$ cat src/rtl/spi_register_slave_pkg.sv
// Shared constants for the SPI register slave: frame layout, register map, FSM encoding.
package spi_reg_pkg;

  localparam int FRAME_BITS = 16;
  localparam int REG_BANK   = 9;

  localparam logic [6:0] ADDR_EN_OUT    = 7'h00;
  localparam logic [6:0] ADDR_EN_PWM    = 7'h01;
  localparam logic [6:0] ADDR_CH_3_0    = 7'h02;
  localparam logic [6:0] ADDR_CH_7_4    = 7'h03;
  localparam logic [6:0] ADDR_G0C0_DUTY = 7'h04;
  localparam logic [6:0] ADDR_G0C1_DUTY = 7'h05;
  localparam logic [6:0] ADDR_G1C0_DUTY = 7'h06;
  localparam logic [6:0] ADDR_G1C1_DUTY = 7'h07;
  localparam logic [6:0] ADDR_FREQ_DIV  = 7'h08;

  typedef enum logic [1:0] {
    IDLE   = 2'd0,
    SHIFT  = 2'd1,
    COMMIT = 2'd2
  } state_t;

endpackage

$ cat src/rtl/spi_register_slave_if.sv
// SPI pin bundle: the master drives all three lines, the slave only observes them.
interface spi_register_slave_if;
  logic sclk;
  logic copi;
  logic ncs;

  modport master (output sclk, output copi, output ncs);
  modport slave  (input  sclk, input  copi, input  ncs);
endinterface

$ cat src/rtl/spi_register_slave_sync.sv
// Multi-flop synchronizer with one trailing delay flop for edge detection.
module spi_input_sync #(
  parameter int   SYNC_STAGES = 2,
  parameter logic RST_VAL     = 1'b0
) (
  input  logic clk,
  input  logic rst_n,
  input  logic d,
  output logic level,
  output logic rise,
  output logic fall
);
  logic [SYNC_STAGES-1:0] chain;
  logic                   dly;

  // Resync chain plus delay flop; both reset to the line's idle level
  always_ff @(posedge clk or negedge rst_n) begin
    if (!rst_n) begin
      chain <= {SYNC_STAGES{RST_VAL}};
      dly   <= RST_VAL;
    end else begin
      chain <= {chain[SYNC_STAGES-2:0], d};
      dly   <= chain[SYNC_STAGES-1];
    end
  end

  assign level = chain[SYNC_STAGES-1];
  assign rise  = level & ~dly;
  assign fall  = ~level & dly;
endmodule

$ cat src/rtl/spi_register_slave.sv
// Oversampled SPI mode-0 write-only slave owning the PWM control register bank.
module spi_register_slave
  import spi_reg_pkg::*;
#(
  parameter int SYNC_STAGES = 2,
  parameter int NUM_REGS    = 9
) (
  input  logic                       clk,
  input  logic                       rst_n,
  spi_register_slave_if.slave        spi,
  output logic [7:0]                 reg_en_out,
  output logic [7:0]                 reg_en_pwm_out,
  output logic [7:0]                 reg_out_3_0_pwm_gen_channel,
  output logic [7:0]                 reg_out_7_4_pwm_gen_channel,
  output logic [7:0]                 reg_pwm_gen_0_ch_0_duty_cycle,
  output logic [7:0]                 reg_pwm_gen_0_ch_1_duty_cycle,
  output logic [7:0]                 reg_pwm_gen_1_ch_0_duty_cycle,
  output logic [7:0]                 reg_pwm_gen_1_ch_1_duty_cycle,
  output logic [7:0]                 reg_pwm_gen_1_0_frequency_divider
);
  // Lane 0 = sclk, 1 = copi, 2 = ncs; ncs idles high
  localparam logic [2:0] SYNC_RST = 3'b100;

  logic [2:0] pin, lvl, rise, fall;
  assign pin = {spi.ncs, spi.copi, spi.sclk};

  for (genvar g = 0; g < 3; g++) begin : g_sync
    spi_input_sync #(.SYNC_STAGES(SYNC_STAGES), .RST_VAL(SYNC_RST[g])) u_sync (
      .clk   (clk),
      .rst_n (rst_n),
      .d     (pin[g]),
      .level (lvl[g]),
      .rise  (rise[g]),
      .fall  (fall[g])
    );
  end

  logic unused_sync;
  assign unused_sync = ^{lvl[0], rise[1], fall};

  logic                  sclk_rise, copi_lvl, ncs_lvl, ncs_rise;
  assign sclk_rise = rise[0];
  assign copi_lvl  = lvl[1];
  assign ncs_lvl   = lvl[2];
  assign ncs_rise  = rise[2];

  state_t                state;
  logic [FRAME_BITS-1:0] shift_reg;
  logic [4:0]            bit_cnt;
  logic [7:0]            bank [REG_BANK];

  logic [6:0] addr;
  logic [7:0] data;
  logic       wr_ok;
  assign addr  = shift_reg[14:8];
  assign data  = shift_reg[7:0];
  assign wr_ok = (state == COMMIT) && (bit_cnt == 5'(FRAME_BITS)) &&
                 shift_reg[FRAME_BITS-1] && (addr < 7'(NUM_REGS));

  // Frame FSM: start on ncs low, shift on sclk rises, commit one cycle after ncs rises.
  // IDLE keys off the ncs level so a fall that lands during COMMIT is still caught.
  always_ff @(posedge clk or negedge rst_n) begin
    if (!rst_n) begin
      state     <= IDLE;
      shift_reg <= '0;
      bit_cnt   <= '0;
    end else begin
      case (state)
        IDLE: if (!ncs_lvl) begin
          shift_reg <= '0;
          bit_cnt   <= '0;
          state     <= SHIFT;
        end
        SHIFT: begin
          if (ncs_rise) state <= COMMIT;
          else if (sclk_rise && !ncs_lvl && bit_cnt != 5'(FRAME_BITS)) begin
            shift_reg <= {shift_reg[FRAME_BITS-2:0], copi_lvl};
            bit_cnt   <= bit_cnt + 5'd1;
          end
        end
        default: state <= IDLE;
      endcase
    end
  end

  // Register bank: only the addressed entry updates, and only on a valid frame
  always_ff @(posedge clk or negedge rst_n) begin
    if (!rst_n) begin
      for (int i = 0; i < REG_BANK; i++) bank[i] <= 8'h00;
    end else begin
      for (int i = 0; i < REG_BANK; i++)
        if (wr_ok && addr == 7'(i)) bank[i] <= data;
    end
  end

  assign reg_en_out                        = bank[ADDR_EN_OUT[3:0]];
  assign reg_en_pwm_out                    = bank[ADDR_EN_PWM[3:0]];
  assign reg_out_3_0_pwm_gen_channel       = bank[ADDR_CH_3_0[3:0]];
  assign reg_out_7_4_pwm_gen_channel       = bank[ADDR_CH_7_4[3:0]];
  assign reg_pwm_gen_0_ch_0_duty_cycle     = bank[ADDR_G0C0_DUTY[3:0]];
  assign reg_pwm_gen_0_ch_1_duty_cycle     = bank[ADDR_G0C1_DUTY[3:0]];
  assign reg_pwm_gen_1_ch_0_duty_cycle     = bank[ADDR_G1C0_DUTY[3:0]];
  assign reg_pwm_gen_1_ch_1_duty_cycle     = bank[ADDR_G1C1_DUTY[3:0]];
  assign reg_pwm_gen_1_0_frequency_divider = bank[ADDR_FREQ_DIV[3:0]];
endmodule
$ cat src/flat_wrapper.sv
// flat-port wrapper written by rule: the top's interface ports become plain ports
module spi_register_slave_flat import spi_reg_pkg::*;
#(
  parameter int SYNC_STAGES = 2,
  parameter int NUM_REGS    = 9
)
  (clk, rst_n, reg_en_out, reg_en_pwm_out, reg_out_3_0_pwm_gen_channel, reg_out_7_4_pwm_gen_channel, reg_pwm_gen_0_ch_0_duty_cycle, reg_pwm_gen_0_ch_1_duty_cycle, reg_pwm_gen_1_ch_0_duty_cycle, reg_pwm_gen_1_ch_1_duty_cycle, reg_pwm_gen_1_0_frequency_divider, spi_sclk, spi_copi, spi_ncs);
  spi_register_slave_if spi_i ();
  input  logic clk;
  input  logic rst_n;
  output logic [7:0] reg_en_out;
  output logic [7:0] reg_en_pwm_out;
  output logic [7:0] reg_out_3_0_pwm_gen_channel;
  output logic [7:0] reg_out_7_4_pwm_gen_channel;
  output logic [7:0] reg_pwm_gen_0_ch_0_duty_cycle;
  output logic [7:0] reg_pwm_gen_0_ch_1_duty_cycle;
  output logic [7:0] reg_pwm_gen_1_ch_0_duty_cycle;
  output logic [7:0] reg_pwm_gen_1_ch_1_duty_cycle;
  output logic [7:0] reg_pwm_gen_1_0_frequency_divider;
  input wire logic [$bits(spi_i.sclk)-1:0] spi_sclk;
  input wire logic [$bits(spi_i.copi)-1:0] spi_copi;
  input wire logic [$bits(spi_i.ncs)-1:0] spi_ncs;
  assign spi_i.sclk = spi_sclk;
  assign spi_i.copi = spi_copi;
  assign spi_i.ncs = spi_ncs;
  spi_register_slave #(.SYNC_STAGES(SYNC_STAGES), .NUM_REGS(NUM_REGS)) u_core (.clk(clk), .rst_n(rst_n), .spi(spi_i), .reg_en_out(reg_en_out), .reg_en_pwm_out(reg_en_pwm_out), .reg_out_3_0_pwm_gen_channel(reg_out_3_0_pwm_gen_channel), .reg_out_7_4_pwm_gen_channel(reg_out_7_4_pwm_gen_channel), .reg_pwm_gen_0_ch_0_duty_cycle(reg_pwm_gen_0_ch_0_duty_cycle), .reg_pwm_gen_0_ch_1_duty_cycle(reg_pwm_gen_0_ch_1_duty_cycle), .reg_pwm_gen_1_ch_0_duty_cycle(reg_pwm_gen_1_ch_0_duty_cycle), .reg_pwm_gen_1_ch_1_duty_cycle(reg_pwm_gen_1_ch_1_duty_cycle), .reg_pwm_gen_1_0_frequency_divider(reg_pwm_gen_1_0_frequency_divider));
endmodule
$ cat config.mk
export PLATFORM = sky130hd
export DESIGN_NAME = spi_register_slave_flat
export DESIGN_NICKNAME = d
export VERILOG_FILES = /design/src/rtl/spi_register_slave_pkg.sv /design/src/rtl/spi_register_slave_if.sv /design/src/rtl/spi_register_slave_sync.sv /design/src/rtl/spi_register_slave.sv /design/src/flat_wrapper.sv
export SDC_FILE = /design/constraint.sdc
export NUM_CORES = 1
export LEC_CHECK = 0
export CAP_MARGIN = 0
export CORE_MARGIN = 2
export CORE_UTILIZATION = 50
export DETAILED_ROUTE_END_ITERATION = 8
export PLACE_DENSITY = 0.76
export SYNTH_ARGS = -nofsm -noshare
export SYNTH_HDL_FRONTEND = slang
export SYNTH_SLANG_ARGS = --single-unit
$ cat constraint.sdc
create_clock -name clk -period 3.5 [get_ports clk]
set_input_delay 0.7 -clock clk [delete_from_list [all_inputs] [get_ports clk]]
set_output_delay 0.7 -clock clk [all_outputs]
set_load 0.01 [all_outputs]
; After elaboration in Yosys (flattened, before gate mapping)
; Index checks and enable logic that the tools add are counted.
[word_totals]
wordCells = 70
register_bits = 103
[classes]
muxes = 11
n_bitwise = 4
n_reduce_logical = 20
n_addsub = 1
order_cmp = 1
n_eq_ne = 16
[op_table]
columns = cell, n
row1 = 16-bit two-way mux, 3
row2 = 16-bit case mux with 2 select lines, 1
row3 = 7-bit by 3-bit == test with 1-bit output (second input constant), 4
row4 = 5-bit two-way mux, 3
row5 = 7-bit by 2-bit == test with 1-bit output (second input constant), 2
row6 = 1-bit logical AND, 14
row7 = 5-bit case mux with 2 select lines, 1
row8 = 7-bit by 1-bit == test with 1-bit output (second input constant), 1
row9 = 7-bit by 4-bit == test with 1-bit output (second input constant), 1
row10 = 7-bit zero test, 1
row11 = 7-bit by 4-bit < comparator with 1-bit output (second input constant), 1
row12 = 2-bit != test (second input constant), 3
row13 = 5-bit by 1-bit adder with 5-bit output (second input constant), 1
row14 = 5-bit == test (second input constant), 1
row15 = 5-bit != test (second input constant), 1
row16 = 2-bit two-way mux, 2
row17 = 2-bit case mux with 2 select lines, 1
row18 = 4-bit AND reduction, 1
row19 = 1-bit AND, 2
row20 = 2-bit by 1-bit == test with 1-bit output (second input constant), 1
row21 = 2-bit == test (second input constant), 1
row22 = 2-bit zero test, 1
row23 = 2-bit by 1-bit != test with 1-bit output (second input constant), 1
row24 = 1-bit inverter, 2
row25 = 3 further kinds, 3

; Depth between registers and ports, before layout
[logic_depth]
ltp_word = 7
mapped_depth = 8
depth_no_buf = 5

; By module
; A second synthesis with hierarchy kept.
[hier_totals]
hier_cells = 326
hier_area_um2 = 4596.9
[by_module_without_submodules]
columns = module, seq_area_each_um2, n_inst, cells_per_inst, area_per_inst_um2
row1 = spi_register_slave, 2377.3, 1, 311, 4322.9
row2 = spi_input_sync (u_core.g_sync[0].u_sync ...), 75.1, 2, 5, 90.1
row3 = spi_input_sync (u_core.g_sync[2].u_sync), 78.8, 1, 5, 93.8

; Worst setup path after synthesis
; OpenSTA, ideal clock, no wires.
[synth_timing]
path_kind = register -> register
start = register u_core.bit_cnt[0]
end = register u_core.bit_cnt[2]
t_required_ns = 3.431
period_less_slack_ns = 1.747
setup_time_ns = 0.069
n_path_buf = 2
arrival_ns = 1.677
slack_ns = 1.753
stages_incl_launch_ff = 8
cell_sequence = dfrtp_1 inv_1 ha_1 and4bb_1 buf_6 buf_6 or4_1 nand3_1
[synth_between]
elab_chain_cells = 4
elab_cells_between_ends = 8
classes_between = add/sub (1) / eq/ne (2) / mux (3) / reduce/logical (2)
[synth_rtl]
columns = item, line_no
row1 = from (decl), spi_register_slave.sv:49  ; logic [4:0] bit_cnt;
row2 = from (signal assigned), spi_register_slave.sv:78  ; bit_cnt <= bit_cnt + 5'd1;
row3 = 5-bit by 1-bit adder with 5-bit output / 5-bit != test (equally long branches), "spi_register_slave.sv:78, spi_register_slave.sv:76"
row4 = 5-bit two-way mux / 1-bit logical AND (equally long branches), spi_register_slave.sv:76  ; else if (sclk_rise && !ncs_lvl && bit_cnt != 5'(FRAME_BITS)) begin
row5 = 5-bit two-way mux / 2-bit by 1-bit != test with 1-bit output (equally long branches), n/a
row6 = 5-bit case mux with 2 select lines / 4-bit AND reduction (equally long branches), n/a
; Parallel ways exist; a longest one is shown, timed or not. The select of a mux whose other input is x is not followed.
; A chain may end at the register's enable or synchronous reset.

; Worst setup path in the final report
[layout_timing]
start = register u_core.bit_cnt[1]
end = register u_core.bank, in the netlist u_core.reg_pwm_gen_1_0_frequency_divider[7]
[layout_between]
elab_chain_cells = 5
[layout_rtl]
columns = item, line_no
row1 = 5-bit == test, spi_register_slave.sv:57  ; assign wr_ok = (state == COMMIT) && (bit_cnt == 5'(FRAME_BITS)) &&
row2 = 1-bit logical AND (2 in series), spi_register_slave.sv:57
row3 = 1-bit logical AND, spi_register_slave.sv:58  ; shift_reg[FRAME_BITS-1] && (addr < 7'(NUM_REGS));
row4 = 1-bit logical AND, spi_register_slave.sv:92  ; if (wr_ok && addr == 7'(i)) bank[i] <= data;
row5 = "to (signal, indexed assignment)", spi_register_slave.sv:92
row6 = to (decl), spi_register_slave.sv:50  ; logic [7:0] bank [REG_BANK];
; No other way between the ends.

==> summary.txt <==
Global route
  • GRT overflow: 0
  • Overall global routing resource usage: 20.45%
  • Vias in the first global route: 2950
  • Largest net degree at the start of global routing: 53
  • Initial antenna violation count: 0
  • Global-route wire length before repair: 15500 um

STA
  • Final Skew: 0.01049 ns
  • Setup_tns: 0 ns
  • Fin crit share: 71.66%
  • Relative slew slack: 30.34%
  • RSZ-0062 raised after global routing: false
  • Hold slack: 0.3538 ns
  • Worst Max-Slew Pin Slew: 1.040 ns
  • Final worst path period need: 2.508 ns
  • Final setup fails: 0
  • Fin. Hold Viols: 0
  • Max Clock Freq: 0.3987 GHz
  • Final slew viol count: 0

Worst setup path
  • Data arrival time of the critical path: 2.76 ns
  • Crit end category: flop
  • Req. time, crit path: 3.75 ns
  • R2R Setup Slk: 0.99 ns
  • CP startpoint kind: flop
  • Crit Path Category: reg -> reg
  • Crit path max fanout: 17

Logic synthesis
  • EDFF count, synth: 0
  • Flop and latch count out of synthesis: 103
  • Async set-reset flop share out of synthesis: 100.0%
  • Yosys top cell area share: 56.61%
  • Top post-synthesis cells by area: dfrtp_1 57%, mux2_2 15%, o211ai_1 3.4%
  • Mapped Cells: 324
  • Cell area after synthesis: 4420 sq um
  • Ys flop type: dfrtp_1
  • Post-synthesis cell type with the largest combined area: dfrtp_1
  • Synth unique cells: 34
  • Post-Syn Nets: 331
  • Sequential share of the synthesized area: 58.39%
  • Avg Cell Area, Syn: 13.64 sq um
  • Count leader, synth: dfrtp_1
  • Synth top cells by count: 100 x dfrtp_1, 60 x mux2_2, 34 x nand2_1, 20 x o211ai_1
  • Yosys warns: 0

CTS
  • Post-CTS sizing: 0
  • CTS clk-pin slew, worst paths: 0.10 ns
  • Clock Latency Late Sink: 0.36 ns
  • Setup bufs post-CTS: 0
  • CTS Buf Count: 9
  • Clk buf depth: 2
  • Hold_buf cts: 0
  • CTS tree: done
  • H-tree Lvls: 3
  • Clk sinks: 103
  • Clk root buf: clkbuf_8

Final layout
  • Post-route cell area: 5400 sq um
  • ANT cells: 0
  • Max FFs per register: 16
  • Nets: 394
  • Fillcell total: 644
  • Share of post-route cells with drive strength above 1: 25.26%
  • Synth-to-Final Area Change: 22.16%

Route
  • DRC viols: 0
  • Aggregate routed wire length: 9299 um
  • Routed len/inst: 18.60 um
  • TritonRoute pass-1 iters: 4
  • Drt first-iter violations: 217
  • Via density: 5.714
  • Via count: 2857
  • Final antenna-violating net count: 0

Place
  • Port bufs: 76
  • DP HPWL: 5953 um
  • Gpl congestion: 0.7595
  • Placed cell area: 5228 sq um

Power
  • Total power draw: 2.297 mW
  • Lkg Pwr: 2.525 nW
  • Peak supply drop: 244.5 uV
  • PwrDens: 425.4 nW/um^2

Floorplanning
  • Io pins: 77
  • DIE AREA: 9609 sq um
  • Core footprint: 8636 sq um
  • Chip Height: 98.03 um
  • Die width: 98.03 um
  • Row cnt: 34
  • Starting Density: 51.19%

Job
  • Max_cap viols: 0

Outcome
  • Status: completed

Worst hold path
  • Hold Path Class: in -> async
## cells by family (layout without fill, tap and decap cells)
group	after synthesis	count (layout)	share of synthesized area, %
buffers and inverters	31	99	3.368
adders and majority gates	2	2	0.5660
AOI/OAI and AO/OA	26	26	4.302
and+or+nand+nor	90	90	15.03
muxes	72	72	18.34
DFF	103	103	58.39
## layout make-up
class | count | area (sq um) | share of cell area [%]
timing repair buffer | 80 | 800.8 | 14.83
clock inverter | 5 | 41.29 | 0.7646
multi-input combinational | 190 | 1699 | 31.46
tap | 108 | 135.1 | 2.502
clock buffer | 11 | 131.4 | 2.433
inverter | 3 | 11.26 | 0.2085
sequential | 103 | 2581 | 47.80
## power by group
group / switching (mW) / internal [mW]
logic: 0.108 / 0.0778
registers: 0.189 / 1.25
clock network: 0.408 / 0.266
total: 0.704 / 1.59
## critical path, cell delays in order, from the launching register on
cell and delay [ns]:
dfrtp_1 0.43, inv_1 0.09, ha_1 0.17, and4bb_1 0.87, nand4_2 0.42, mux2_2 0.40
## placed cells by master, fill, tap and decap left out, types with 6 or more instances in the layout
cell	n
clkbuf_8	9
clkdlybuf4s50_1	75
dfrtp_1	100
mux2_1	12
mux2_2	60
nand2_1	34
nand3_1	6
nand4_1	17
nand4_4	6
o211ai_1	20
## metal layers
metal / track usage (%) / wire length, um / vias up
li1: - / - / 1315
met1: 29.38 / 4183 / 1441
met2: 30.87 / 4376 / 91
met3: 4.653 / 603 / 10
met4: 7.158 / 136 / 0
met5: 0 / 0 / -
## worst paths after layout
check,depth (start not counted),startpoint,to
max in group asynchronous,2,rst_n,u_core.reg_pwm_gen_0_ch_1_duty_cycle[7]
worst max-delay path,5,u_core.bit_cnt[1],u_core.reg_pwm_gen_1_0_frequency_divider[7]
worst min-delay path,1,rst_n,u_core.reg_en_pwm_out[2]
worst min register to register,0,u_core.g_sync[0].u_sync.chain[0],u_core.g_sync[0].u_sync.chain[1]
min in group clk,0,u_core.g_sync[0].u_sync.chain[0],u_core.g_sync[0].u_sync.chain[1]
worst max register to register,5,u_core.bit_cnt[1],u_core.reg_pwm_gen_1_0_frequency_divider[7]
## metrics by stage
step | setup slack (ns) | cells | utilization [%]
after floorplan | 1.753 | 324 | -
after global placement | 1.081 | 484 | 60.53
after detailed placement | 1.021 | 484 | 60.53
after CTS | 0.9636 | 500 | 62.53
after global routing | 0.8102 | 500 | 62.53
final | 0.9918 | 500 | 62.53
(Power assumes the default switching activity.)
==> edit 1 (same settings) <==
Make the reset (`rst_n`) synchronous in 3 clocked blocks.
--- a/src/rtl/spi_register_slave_sync.sv
+++ b/src/rtl/spi_register_slave_sync.sv
@@ -15,5 +15,5 @@
 
   // Resync chain plus delay flop; both reset to the line's idle level
-  always_ff @(posedge clk or negedge rst_n) begin
+  always_ff @(posedge clk) begin
     if (!rst_n) begin
       chain <= {SYNC_STAGES{RST_VAL}};
--- a/src/rtl/spi_register_slave.sv
+++ b/src/rtl/spi_register_slave.sv
@@ -60,5 +60,5 @@
   // Frame FSM: start on ncs low, shift on sclk rises, commit one cycle after ncs rises.
   // IDLE keys off the ncs level so a fall that lands during COMMIT is still caught.
-  always_ff @(posedge clk or negedge rst_n) begin
+  always_ff @(posedge clk) begin
     if (!rst_n) begin
       state     <= IDLE;
@@ -85,5 +85,5 @@
 
   // Register bank: only the addressed entry updates, and only on a valid frame
-  always_ff @(posedge clk or negedge rst_n) begin
+  always_ff @(posedge clk) begin
     if (!rst_n) begin
       for (int i = 0; i < REG_BANK; i++) bank[i] <= 8'h00;
Formal check against the unedited RTL: no difference found for any inputs over 10 cycles, from zero or initial values and one cycle with rst_n low; that may be too few to reach the edited logic, so the function may still have changed.
==> edit 1 against the original RTL <==
Core utilization up 5.4 points; worst setup slack worse by 210 ps; synthesized area down 20%; design area down 14%; sequential cell count unchanged; routed wire length down 31%; total power down 5.3%; die area down 19%; critical path type is now primary input to flop; largest cell class unchanged.
==> edit 1: results (changes against the original RTL) <==
Routed WL=6400 µm (-31%); met2 wire len=3230 µm (-26%); Metal-1 WL=2610 µm (-38%); relative slew slack=54.6% (+24 points); met1 GRT Util=20.7% (-8.7 points); outcome=finished, final reports clean; GRT met3 Usage=5.13% (+0.48 points); async set-reset flop share out of synthesis=0% (-100 points); iteration-0 DRC count of the detailed router=160 (-26%); largest net degree at the start of global routing=26 (-51%); Final Skew=14.2 ps (+3.74 ps); post-synth cell types=37 (+8.8%); Largest register FFs=72 (+56); peak supply drop=319 µV (+30%); Critical Path Start=rst_n; vias in the first global route=1,926 (-35%); global-route wire length before repair=9810 µm (-37%); Non-Filler Instances=387 (-23%); largest cells by area after synthesis=edfxtp_1 (61%), dfxtp_1 (17%), a22o_1 (4.2%); Gate Count Post-Synth=197 (-39%); Lkg Pwr=1.64 nW (-35%); post-synth net total=204 (-38%); Worst Path Arrival=2710 ps (-50 ps); Post-synth top cells=edfxtp_1 (72), dfxtp_1 (31), a22o_1 (17), and2_1 (13); GPL Wtd Cong=0.793 (+4.4%); worst-path fanout max=8 (-9); share of cells above drive strength 1=13.4% (-12 points); Crit Reg-Reg Startpoint=u_core.bit_cnt[0]; Fillers=477 (-26%); Total GRT Usage=17.7% (-2.8 points); number of synthesized flops with an enable pin=72 (+72)
==> edit 1: metrics by stage <==
step	total power [mW]	hold slack [ps]	setup WS, ps	utilization, %
2_1_floorplan	1.44	386	1090	-
3_3_place_gp	1.54	392	427	65.3
3_5_place_dp	1.55	397	392	65.3
4_1_cts	2.19	423	780	67.9
5_1_grt	2.25	437	686	67.9
6_report	2.17	416	787	67.9
==> edit 1: final cells by class <==
cell class                      instances  share of cell area, %
Multi-Input combinational cell         82                   15.2
Inverter                                6                  0.485
Timing Repair Buffer                   85                   17.9
Tap cell                               96                   2.59
Clock buffer                            9                   2.67
Clock inverter                          6                   1.19
Sequential cell                       103                   60.0
==> edit 1: worst paths after layout <==
| path | end | slack (ps) | cells after the start |
|---|---|---|---|
| max | u_core.bank[0][61] | 790 | 4 |
| min | u_core.g_sync[2].u_sync.chain[1] | 420 | 1 |
| max reg2reg | u_core.bank[0][61] | 960 | 5 |
| min reg2reg | u_core.g_sync[2].u_sync.chain[1] | 420 | 1 |
==> edit 1: cell families after synthesis <==
family,after synthesis,share of synthesized area (%)
DFF,103,78.4
and+or+nand+nor,47,9.84
buffers and inverters,12,1.66
adders and majority gates,2,0.705
muxes,3,0.952
AOI/OAI and AO/OA,30,8.43
==> edit 1: report_power, final <==
| part | internal [mW] | switching, mW | leakage [nW] |
|---|---|---|---|
| Combinational | 0.0878 | 0.0666 | 0.618 |
| Sequential | 1.34 | 0.0166 | 0.934 |
| Clock | 0.266 | 0.393 | 0.0853 |
| Total | 1.70 | 0.477 | 1.64 |
==> edit 1: worst max-delay path, cell delays in order <==
cell,delay (ps)
clkdlybuf4s50_1,530
nand4b_4,130
or4_1,690
o31ai_2,660
==> edit 2 (same flow settings) <==
Without the edit above. `NUM_REGS` is set to 9 in 2 places; all go to 6.
--- a/src/rtl/spi_register_slave.sv
+++ b/src/rtl/spi_register_slave.sv
@@ -4,5 +4,5 @@
 #(
   parameter int SYNC_STAGES = 2,
-  parameter int NUM_REGS    = 9
+  parameter int NUM_REGS    = 6
 ) (
   input  logic                       clk,
--- a/src/flat_wrapper.sv
+++ b/src/flat_wrapper.sv
@@ -3,5 +3,5 @@
 #(
   parameter int SYNC_STAGES = 2,
-  parameter int NUM_REGS    = 9
+  parameter int NUM_REGS    = 6
 )
   (clk, rst_n, reg_en_out, reg_en_pwm_out, reg_out_3_0_pwm_gen_channel, reg_out_7_4_pwm_gen_channel, reg_pwm_gen_0_ch_0_duty_cycle, reg_pwm_gen_0_ch_1_duty_cycle, reg_pwm_gen_1_ch_0_duty_cycle, reg_pwm_gen_1_ch_1_duty_cycle, reg_pwm_gen_1_0_frequency_divider, spi_sclk, spi_copi, spi_ncs);
Check against the original RTL: no difference found for any inputs over 10 cycles, from zero or initial values and one cycle with rst_n low; that may be too few to reach the edited logic, so the function may still have changed.
==> edit 2 against the original RTL <==
Sequential cell count unchanged; design area fell by 8.5%; critical path type unchanged; routed wire length down 24%; via count is 18% lower; synthesized area decreased by 11%; non-clock buffer count down 2; global-route usage fell by 2.4 points; critical path depth up 1; critical endpoint is now u_core.reg_en_out[6]; worst setup slack improved by 450 ps.
Power is not compared: it rests on default switching activity, and its combinational part moved more than twofold at a synthesized area within 25%.
==> edit 2: results (changes against the original RTL) <==
root buf cell=clkbuf_8; setup violators final=0 (unchanged); async set-reset flop share out of synthesis=100% (unchanged); met1 GRT Util=25.2% (-4.2 points); worst r2r path cells=6 (+1); post-synth cell types=30 (-12%); relative slew slack=57.6% (+27 points); IO buf count=76 (unchanged); multi-input combinational area share=24.6% (-6.9 points); post-synthesis sequential area ratio=65.7% (+7.3 points); Via Count=2,337 (-18%); number of setup buffers added after CTS=0 (unchanged); peak supply drop=325 µV; nonclk buf count=78 (-2.5%); Clock transition at path regs=100 ps (about the same); share of cells above drive strength 1=24.5% (-0.78 points); ClkCell Share=4.43% (+1.2 points); Total GRT Usage=18.0% (-2.4 points); vias in the first global route=2,420 (-18%); Lkg Pwr=2.32 nW; DP Wirelength=4850 µm (-19%); worst-path fanout max=20 (+3); Largest register FFs=16 (unchanged); Non-clock buffering overhead=15.9% (+1.1 points); Multi-In Gates=135 (-29%); Worst Path Arrival=2300 ps (-460 ps); Routed WL=7100 µm (-24%); max layer used=met3; Worst R2R Setup Slack=1440 ps (+450 ps); global-route wire length before repair=12,000 µm (-23%); Post-synth top cells=dfrtp_1 (100), mux2_2 (49), clkbuf_1 (27), nand2_1 (23), o211ai_1 (13); outcome=finished, final reports clean; worst r2r dst=u_core.reg_en_out[6]; Layout Nets=337 (-14%); GPL Wtd Cong=0.774 (+1.9%); CP max stage delay=420 ps (-450 ps); antenna cells=0 (unchanged); clock latency at the later pin of the worst-skew pair=360 ps (about the same); post-synth net total=282 (-15%); Crit Reg-Reg Startpoint=u_core.bit_cnt[0]; met2 wire len=3330 µm (-24%); ys flop type=dfrtp_1; Crit path max-delay family=simple AND/OR/NAND/NOR gates; Metal-1 WL=3400 µm (-19%); largest net degree at the start of global routing=62 (+17%); worst-path cell with the longest stage delay=dfrtp_1; Fillers=585 (-9.2%); GR Layer Usage met2=28.2% (-2.7 points); post_cts resized=0 (unchanged); Final Skew=9.74 ps (-0.751 ps); iteration-0 DRC count of the detailed router=154 (-29%); largest cells by area after synthesis=dfrtp_1 (64%), mux2_2 (14%), clkbuf_1 (2.6%); Pre-Repair DR Iteration Count=4 (unchanged); final-layout clock buffer total=9 (-2); GRT met3 Usage=4.48% (-0.18 points); routed length on met3=370 µm (-39%)
## edit 2: cell types whose count changed after synthesis, sizes merged, moves of 4 or more
cell	unedited run	this run
mux2	72	49
nand4	26	6
nand2	34	23
clkbuf	17	27
o21bai	0	9
a22o	0	8
o211ai	20	13
buf	11	7
nand3	6	2
nor3b	0	4
nor4b	6	2
## edit 2: through the flow
stage	hold slack, ps	instance area [µm²]	instances	util (%)
floorplan	331	3930	275	-
global placement	334	4720	421	61.4
detailed placement	337	4720	421	61.4
CTS	319	4940	437	64.2
global route	341	4940	437	64.2
finish	307	4940	437	64.2
## edit 2: worst max path at each step
stage / from / end / slack [ps]
3_5_place_dp: u_core.bit_cnt[0] / u_core.reg_en_out[6] / 1420
6_report: u_core.bit_cnt[0] / u_core.reg_en_out[6] / 1440
3_3_place_gp: u_core.bit_cnt[0] / u_core.reg_en_out[4] / 1500
4_1_cts: u_core.bit_cnt[0] / u_core.reg_en_out[6] / 1410
2_1_floorplan: u_core.bit_cnt[0] / u_core.reg_en_out[0] / 1750
5_1_grt: u_core.bit_cnt[0] / u_core.reg_en_out[6] / 1290
## edit 2: worst register-to-register path: cells and delay by family, from the launching register on
family | cells | cell delay, ps
adders and majority gates | 1 | 150
buffers and inverters | 2 | 380
DFF | 1 | 420
muxes | 1 | 400
and+or+nand+nor | 2 | 610
## edit 2: cell families after synthesis
family / after synthesis / synth area share (%)
mux: 49 / 14.0
buf+inv: 37 / 3.76
compound gates: 34 / 6.63
simple gates: 48 / 8.76
xor+xnor: 2 / 0.446
fa+ha+maj: 2 / 0.637
flops: 103 / 65.7
## edit 2: power by group
part,leakage [nW],switching [mW],internal [mW]
Combinational,0.795,0.0502,0.0341
Sequential,1.41,0.0585,1.21
Clock,0.110,0.394,0.404
